--- src/rtl/dmem_port_arbiter_if.sv ---
// Bus bundle between the two data-memory requesters (CPU MEM stage, UART
// loader/dumper), the shared DataMemory port and the arbiter.
interface dmem_port_arbiter_if #(
    parameter int ADDR_W = 32,
    parameter int DATA_W = 32,
    parameter int CNT_W  = 16
);
    // Handshake: *_req is a level request and *_gnt answers it in the same
    // cycle; the access happens in every cycle where req & gnt are both high,
    // and a requester without gnt holds req/we/addr/wdata stable until granted.
    logic              boot_done;

    logic              cpu_req;
    logic              cpu_we;
    logic [ADDR_W-1:0] cpu_addr;
    logic [DATA_W-1:0] cpu_wdata;
    logic              cpu_gnt;
    logic              cpu_stall;

    logic              uart_req;
    logic              uart_we;
    logic              uart_lock;
    logic [ADDR_W-1:0] uart_addr;
    logic [DATA_W-1:0] uart_wdata;
    logic              uart_gnt;

    logic [ADDR_W-1:0] mem_addr;
    logic [DATA_W-1:0] mem_wdata;
    logic              mem_we;
    logic              mem_re;

    logic [CNT_W-1:0]  conflict_cnt;

    modport slave (
        input  boot_done,
        input  cpu_req, cpu_we, cpu_addr, cpu_wdata,
        input  uart_req, uart_we, uart_lock, uart_addr, uart_wdata,
        output cpu_gnt, cpu_stall, uart_gnt,
        output mem_addr, mem_wdata, mem_we, mem_re,
        output conflict_cnt
    );

    modport master (
        output boot_done,
        output cpu_req, cpu_we, cpu_addr, cpu_wdata,
        output uart_req, uart_we, uart_lock, uart_addr, uart_wdata,
        input  cpu_gnt, cpu_stall, uart_gnt,
        input  mem_addr, mem_wdata, mem_we, mem_re,
        input  conflict_cnt
    );
endinterface

--- src/rtl/dmem_port_arbiter.sv ---
// Cycle-by-cycle arbiter for the single DataMemory port: UART-only during boot,
// CPU priority at run time with UART starvation protection and burst lock.
module dmem_port_arbiter #(
    parameter int ADDR_W       = 32,
    parameter int DATA_W       = 32,
    parameter int STARVE_LIMIT = 4,
    parameter int CNT_W        = 16
) (
    input  logic                                clk,
    input  logic                                reset,
    dmem_port_arbiter_if.slave                  bus,
    output logic [1:0]                          owner_dbg,
    output logic [$clog2(STARVE_LIMIT+1)-1:0]   wait_cnt_dbg
);

    localparam int WAIT_W = $clog2(STARVE_LIMIT + 1);
    localparam logic [WAIT_W-1:0] WAIT_MAX = WAIT_W'(STARVE_LIMIT);

    typedef enum logic [1:0] {
        OWN_NONE = 2'd0,
        OWN_CPU  = 2'd1,
        OWN_UART = 2'd2
    } owner_t;

    owner_t             owner_q, owner_d;
    logic [WAIT_W-1:0]  wait_q, wait_d;
    logic [CNT_W-1:0]   conflict_q, conflict_d;

    logic               cpu_win;
    logic               uart_win;
    logic [ADDR_W-1:0]  addr_mux;
    logic [DATA_W-1:0]  wdata_mux;
    logic               we_mux;
    logic               re_mux;
    logic               stall_c;

    always_ff @(posedge clk or posedge reset) begin
        if (reset) begin
            owner_q    <= OWN_NONE;
            wait_q     <= '0;
            conflict_q <= '0;
        end else begin
            owner_q    <= owner_d;
            wait_q     <= wait_d;
            conflict_q <= conflict_d;
        end
    end

    always_comb begin
        cpu_win    = 1'b0;
        uart_win   = 1'b0;
        addr_mux   = '0;
        wdata_mux  = '0;
        we_mux     = 1'b0;
        re_mux     = 1'b0;
        stall_c    = 1'b0;
        owner_d    = OWN_NONE;
        wait_d     = wait_q;
        conflict_d = conflict_q;

        // Grants are forced low while reset is held so nothing reaches memory.
        if (reset) begin
            cpu_win  = 1'b0;
            uart_win = 1'b0;
        end else if (!bus.boot_done) begin
            uart_win = bus.uart_req;
        end else if (owner_q == OWN_UART && bus.uart_lock && bus.uart_req) begin
            uart_win = 1'b1;
        end else if (bus.cpu_req && bus.uart_req && wait_q == WAIT_MAX) begin
            uart_win = 1'b1;
        end else if (bus.cpu_req) begin
            cpu_win = 1'b1;
        end else if (bus.uart_req) begin
            uart_win = 1'b1;
        end

        if (cpu_win) begin
            addr_mux  = bus.cpu_addr;
            wdata_mux = bus.cpu_wdata;
            we_mux    = bus.cpu_we;
            re_mux    = ~bus.cpu_we;
        end else if (uart_win) begin
            addr_mux  = bus.uart_addr;
            wdata_mux = bus.uart_wdata;
            we_mux    = bus.uart_we;
            re_mux    = ~bus.uart_we;
        end

        stall_c = bus.cpu_req & ~cpu_win & ~reset;

        if (cpu_win)       owner_d = OWN_CPU;
        else if (uart_win) owner_d = OWN_UART;

        // A UART that loses while still requesting ages toward a forced win.
        if (uart_win || !bus.uart_req) begin
            wait_d = '0;
        end else if (wait_q != WAIT_MAX) begin
            wait_d = wait_q + 1'b1;
        end

        if (bus.cpu_req && bus.uart_req && bus.boot_done && conflict_q != '1) begin
            conflict_d = conflict_q + 1'b1;
        end
    end

    assign bus.cpu_gnt      = cpu_win;
    assign bus.uart_gnt     = uart_win;
    assign bus.cpu_stall    = stall_c;
    assign bus.mem_addr     = addr_mux;
    assign bus.mem_wdata    = wdata_mux;
    assign bus.mem_we       = we_mux;
    assign bus.mem_re       = re_mux;
    assign bus.conflict_cnt = conflict_q;

    assign owner_dbg    = owner_q;
    assign wait_cnt_dbg = wait_q;

endmodule

--- src/flat_wrapper.sv ---
// flat-port wrapper written by rule: the top's interface ports become plain ports
module dmem_port_arbiter_flat 
#(
    parameter int ADDR_W       = 32,
    parameter int DATA_W       = 32,
    parameter int STARVE_LIMIT = 4,
    parameter int CNT_W        = 16
)
  (clk, reset, owner_dbg, wait_cnt_dbg, bus_boot_done, bus_cpu_req, bus_cpu_we, bus_cpu_addr, bus_cpu_wdata, bus_uart_req, bus_uart_we, bus_uart_lock, bus_uart_addr, bus_uart_wdata, bus_cpu_gnt, bus_cpu_stall, bus_uart_gnt, bus_mem_addr, bus_mem_wdata, bus_mem_we, bus_mem_re, bus_conflict_cnt);
  dmem_port_arbiter_if #(.ADDR_W(ADDR_W), .DATA_W(DATA_W), .CNT_W(CNT_W)) bus_i ();
  input  logic clk;
  input  logic reset;
  output logic [1:0] owner_dbg;
  output logic [$clog2(STARVE_LIMIT+1)-1:0] wait_cnt_dbg;
  input wire logic [$bits(bus_i.boot_done)-1:0] bus_boot_done;
  input wire logic [$bits(bus_i.cpu_req)-1:0] bus_cpu_req;
  input wire logic [$bits(bus_i.cpu_we)-1:0] bus_cpu_we;
  input wire logic [$bits(bus_i.cpu_addr)-1:0] bus_cpu_addr;
  input wire logic [$bits(bus_i.cpu_wdata)-1:0] bus_cpu_wdata;
  input wire logic [$bits(bus_i.uart_req)-1:0] bus_uart_req;
  input wire logic [$bits(bus_i.uart_we)-1:0] bus_uart_we;
  input wire logic [$bits(bus_i.uart_lock)-1:0] bus_uart_lock;
  input wire logic [$bits(bus_i.uart_addr)-1:0] bus_uart_addr;
  input wire logic [$bits(bus_i.uart_wdata)-1:0] bus_uart_wdata;
  output wire logic [$bits(bus_i.cpu_gnt)-1:0] bus_cpu_gnt;
  output wire logic [$bits(bus_i.cpu_stall)-1:0] bus_cpu_stall;
  output wire logic [$bits(bus_i.uart_gnt)-1:0] bus_uart_gnt;
  output wire logic [$bits(bus_i.mem_addr)-1:0] bus_mem_addr;
  output wire logic [$bits(bus_i.mem_wdata)-1:0] bus_mem_wdata;
  output wire logic [$bits(bus_i.mem_we)-1:0] bus_mem_we;
  output wire logic [$bits(bus_i.mem_re)-1:0] bus_mem_re;
  output wire logic [$bits(bus_i.conflict_cnt)-1:0] bus_conflict_cnt;
  assign bus_i.boot_done = bus_boot_done;
  assign bus_i.cpu_req = bus_cpu_req;
  assign bus_i.cpu_we = bus_cpu_we;
  assign bus_i.cpu_addr = bus_cpu_addr;
  assign bus_i.cpu_wdata = bus_cpu_wdata;
  assign bus_i.uart_req = bus_uart_req;
  assign bus_i.uart_we = bus_uart_we;
  assign bus_i.uart_lock = bus_uart_lock;
  assign bus_i.uart_addr = bus_uart_addr;
  assign bus_i.uart_wdata = bus_uart_wdata;
  assign bus_cpu_gnt = bus_i.cpu_gnt;
  assign bus_cpu_stall = bus_i.cpu_stall;
  assign bus_uart_gnt = bus_i.uart_gnt;
  assign bus_mem_addr = bus_i.mem_addr;
  assign bus_mem_wdata = bus_i.mem_wdata;
  assign bus_mem_we = bus_i.mem_we;
  assign bus_mem_re = bus_i.mem_re;
  assign bus_conflict_cnt = bus_i.conflict_cnt;
  dmem_port_arbiter #(.ADDR_W(ADDR_W), .DATA_W(DATA_W), .STARVE_LIMIT(STARVE_LIMIT), .CNT_W(CNT_W)) u_core (.clk(clk), .reset(reset), .bus(bus_i), .owner_dbg(owner_dbg), .wait_cnt_dbg(wait_cnt_dbg));
endmodule
--- config.mk ---
export PLATFORM = sky130hd
export DESIGN_NAME = dmem_port_arbiter_flat
export DESIGN_NICKNAME = d
export VERILOG_FILES = /design/src/rtl/dmem_port_arbiter_if.sv /design/src/rtl/dmem_port_arbiter.sv /design/src/flat_wrapper.sv
export SDC_FILE = /design/constraint.sdc
export NUM_CORES = 1
export LEC_CHECK = 0
export BUFFER_PORTS_ARGS = -buffer_cell sky130_fd_sc_hd__buf_2
export CAP_MARGIN = 10
export CORE_AREA = 2 2 87 89
export DETAILED_ROUTE_END_ITERATION = 12
export DIE_AREA = 0 0 89 91
export PLACE_DENSITY = 0.73
export SLEW_MARGIN = 20
export SYNTH_ARGS = -nofsm -noshare
export SYNTH_HDL_FRONTEND = slang
export SYNTH_SLANG_ARGS = --single-unit
--- constraint.sdc ---
create_clock -name clk -period 2.2 [get_ports clk]
set_input_delay 0.11 -clock clk [delete_from_list [all_inputs] [get_ports clk]]
set_output_delay 0.11 -clock clk [all_outputs]
set_load 0.03 [all_outputs]
==> results by group <==
Outcome
  • Status: finished with violations
  • Failing checks: negative setup slack

Die
  • Ports: 226
  • # rows: 31
  • Die width: 89 um
  • Initial Util: between 20% and 30%
  • Core ar.: 7140 sq um
  • Die Ht: 91 um
  • Die ar.: 8100 sq um

STA
  • Final period util: 103%
  • Worst-Margin Slew: 795 ps
  • Hold Violations, Final: 0
  • Hold_ws: between 60 and 70 ps
  • Tmin final: 2270 ps
  • Final setup violation count: 39
  • Clock Skew: 12.9 ps
  • Max Fclk: 440 MHz
  • RSZ-0062 raised after global routing: yes
  • Final Max Tran Viols: 0
  • Max transition margin: 47.0%
  • Setup WS post-layout: -74.7 ps

Final layout
  • Fin area: 3960 sq um
  • Commonest non-fill, non-tap cell in the layout: buf_2
  • Final nets: 556
  • P&R area growth vs syn: 127%
  • Most frequent cells in the layout: 158 x buf_2, 63 x buf_6, 37 x a22o_1
  • Share of cells above drive strength 1: 69.5%

Global routing
  • Gr usage total: between 10% and 20%
  • Largest net degree at the start of global routing: 71
  • Grt total ovfl: 0
  • Vias in the first global route: ~2400
  • Initial antenna violation count: 2
  • First-pass GRT wire length: between 10000 and 15000 um

Placement
  • Detailed placement HPWL: 6410 um
  • DP Area: 3010 sq um
  • Worst slack, placed: 53.5 ps
  • PortBufs: 225
  • Routability Congestion: 0.869

Pwr
  • Power Dens Cells: approximately 440 nW/um^2
  • Peak VDD IR: 0.000269 V
  • Seq pwr share: 28.3%
  • Sw power: 0.000730 W
  • Internal power: 0.00101 W
  • Switching part of the total power: 41.8%
  • Total power: 0.00174 W
  • Clock power share: 14.7%
  • Comb pwr share: ~57%
  • Pleak: 2.15 nW

Drt
  • Via Count: 2584
  • DRC: 0
  • Highest metal used: met5
  • Router iterations before antenna repair: 6
  • Starting DRT DRC Count: about 120
  • Metal2 WL: just over 5000 um
  • Met1 wire length: about 4300 um
  • Routed Antenna Nets: 0
  • Wire per inst: 20.4 um
  • Detail Route met3 WL: roughly 940 um
  • Detailed-route wire length: 10600 um
  • DR vias/cell: ~5.0

Clock network
  • Root buf cell: clkbuf_8
  • Clock Sinks: 21
  • Clock slew at reported path FFs: 90 ps
  • Num CTS Buffers: 3
  • Clock Latency Late Sink: 260 ps
  • CTS tree: done
  • CTS H-tree depth: 1
  • Deepest clock path buffer count: 2

Setup path
  • CP endpoint kind: output pin
  • Req. time, crit path: 2090 ps
  • WS Path Type: register to output pin
  • Critical Path AT: 2160 ps
  • Critical Path Start Type: register
  • Worst-path maximum fanout: 8

Synth
  • Syn Area/Cell: slightly below 10 sq um
  • Gate Count Post-Synth: 179
  • Synth async-reset ratio: 100%
  • Syn Nets: 318
  • Yosys reg bits: 21
  • Post-synth EDFFs: 0
  • Yosys warnings: 0
  • Netlist cell types: 28
  • Sequential area share after synthesis: between 30% and 40%
  • Most used DFF post-synth: dfrtp_1
  • Mapped cell area: between 1500 and 2000 sq um

Job
  • Number of max-cap violations: 0

Hold path
  • Worst hold-check path type: input port to asynchronous set/reset pin
worst max-delay path, cell delays in order (launching register included):
cell       delay (ps)
dfrtp_1           370
inv_2              50
ha_2              190
and2_4            160
a2111oi_4         390
buf_4             200
buf_12            110
clkbuf_16         150
a22o_1            150
buf_6             140
cell families (layout without fill, tap and decap cells):
family,count (synthesis),after routing,synth area share [%]
adder cells (fa/ha/maj),3,3,2.16
buffers and inverters,20,257,5.75
XOR/XNOR,16,16,8.05
other,0,4,0
AO/OA/AOI/OAI,71,71,37.5
flip-flops,21,21,30.2
AND/OR/NAND/NOR,46,46,15.2
multiplexers,2,2,1.22
per-stage QoR:
step                instances  util [%]  TNS (ps)
floorplan                 179         -         0
finish                    519      55.5     -1440
global placement          492      42.1         0
global route              515      55.3     -6510
CTS                       504      46.8     -2.36
detailed placement        492      42.1         0
path summary, 6_finish.rpt:
kind                                                     to                         from  slack [ps]  cells after the start
worst min register to register  u_core.bus.conflict_cnt[15]  u_core.bus.conflict_cnt[15]         500                      1
worst max-delay path                      bus_mem_wdata[31]       u_core.wait_cnt_dbg[0]         -70                      9
min in group clk                        u_core.owner_dbg[1]                        reset         140                      2
worst max register to register   u_core.bus.conflict_cnt[1]  u_core.bus.conflict_cnt[12]         380                      3
worst min-delay path             u_core.bus.conflict_cnt[4]                        reset          70                      2
max in group asynchronous               u_core.owner_dbg[1]                        reset        1630                      2
Yosys cell counts, types with 2 or more instances:
master	number	area (sq um)
dfrtp_1	21	526
nor2_1	10	37.5
xor2_1	14	123
ha_1	3	37.5
and3_1	2	12.5
inv_1	6	22.5
buf_4	3	22.5
nand2_1	8	30.0
nor3b_1	3	22.5
and4_1	2	17.5
nor4_1	4	25.0
nor3_1	4	20.0
a22o_1	66	578
buf_2	11	55.1
nand3_1	3	15.0
xnor2_1	2	17.5
nand4_1	6	37.5
layer usage:
metal  GRT usage (%)  vias to the layer above
met5               0                        -
met4            5.85                        2
met3            5.09                       21
met2            30.5                      170
met1            25.8                     1192
li1                -                     1199
power groups by stage:
stage / clock network (W) / logic (W) / registers [W]
floorplan: 0 / 0.000376 / 0.000592
global route: 0.000286 / 0.00104 / 0.000505
global placement: 0 / 0.000749 / 0.000500
detailed placement: 0 / 0.000758 / 0.000502
CTS: 0.000263 / 0.000838 / 0.000492
finish: 0.000257 / 0.000993 / 0.000495
state kept, by name, summed over array words and instances, names as in the netlist:
| register | cells |
|---|---|
| u_core.wait_cnt_dbg | 3 |
| u_core.bus.conflict_cnt | 16 |
| u_core.owner_dbg | 2 |
timing repair:
item                       in CTS  in global routing
buffers inserted                5                  4
hold buffers                    0                  0
resized for setup              66                108
hold endpoints to repair        0                  0
pin swaps                       2                  7
setup endpoints to repair      68                 68
gates cloned                    3                  7
final cells by class:
cell class                 count  area [sq um]
fill                         656          3180
sequential                    21           526
multi-input combinational    138          1320
clock inverter                 1          7.51
inverter                       6          22.5
tap                           99           124
clock buffer                   3          41.3
timing repair buffer         247          1910
antenna                        4          10.0
(Power assumes the default switching activity.)
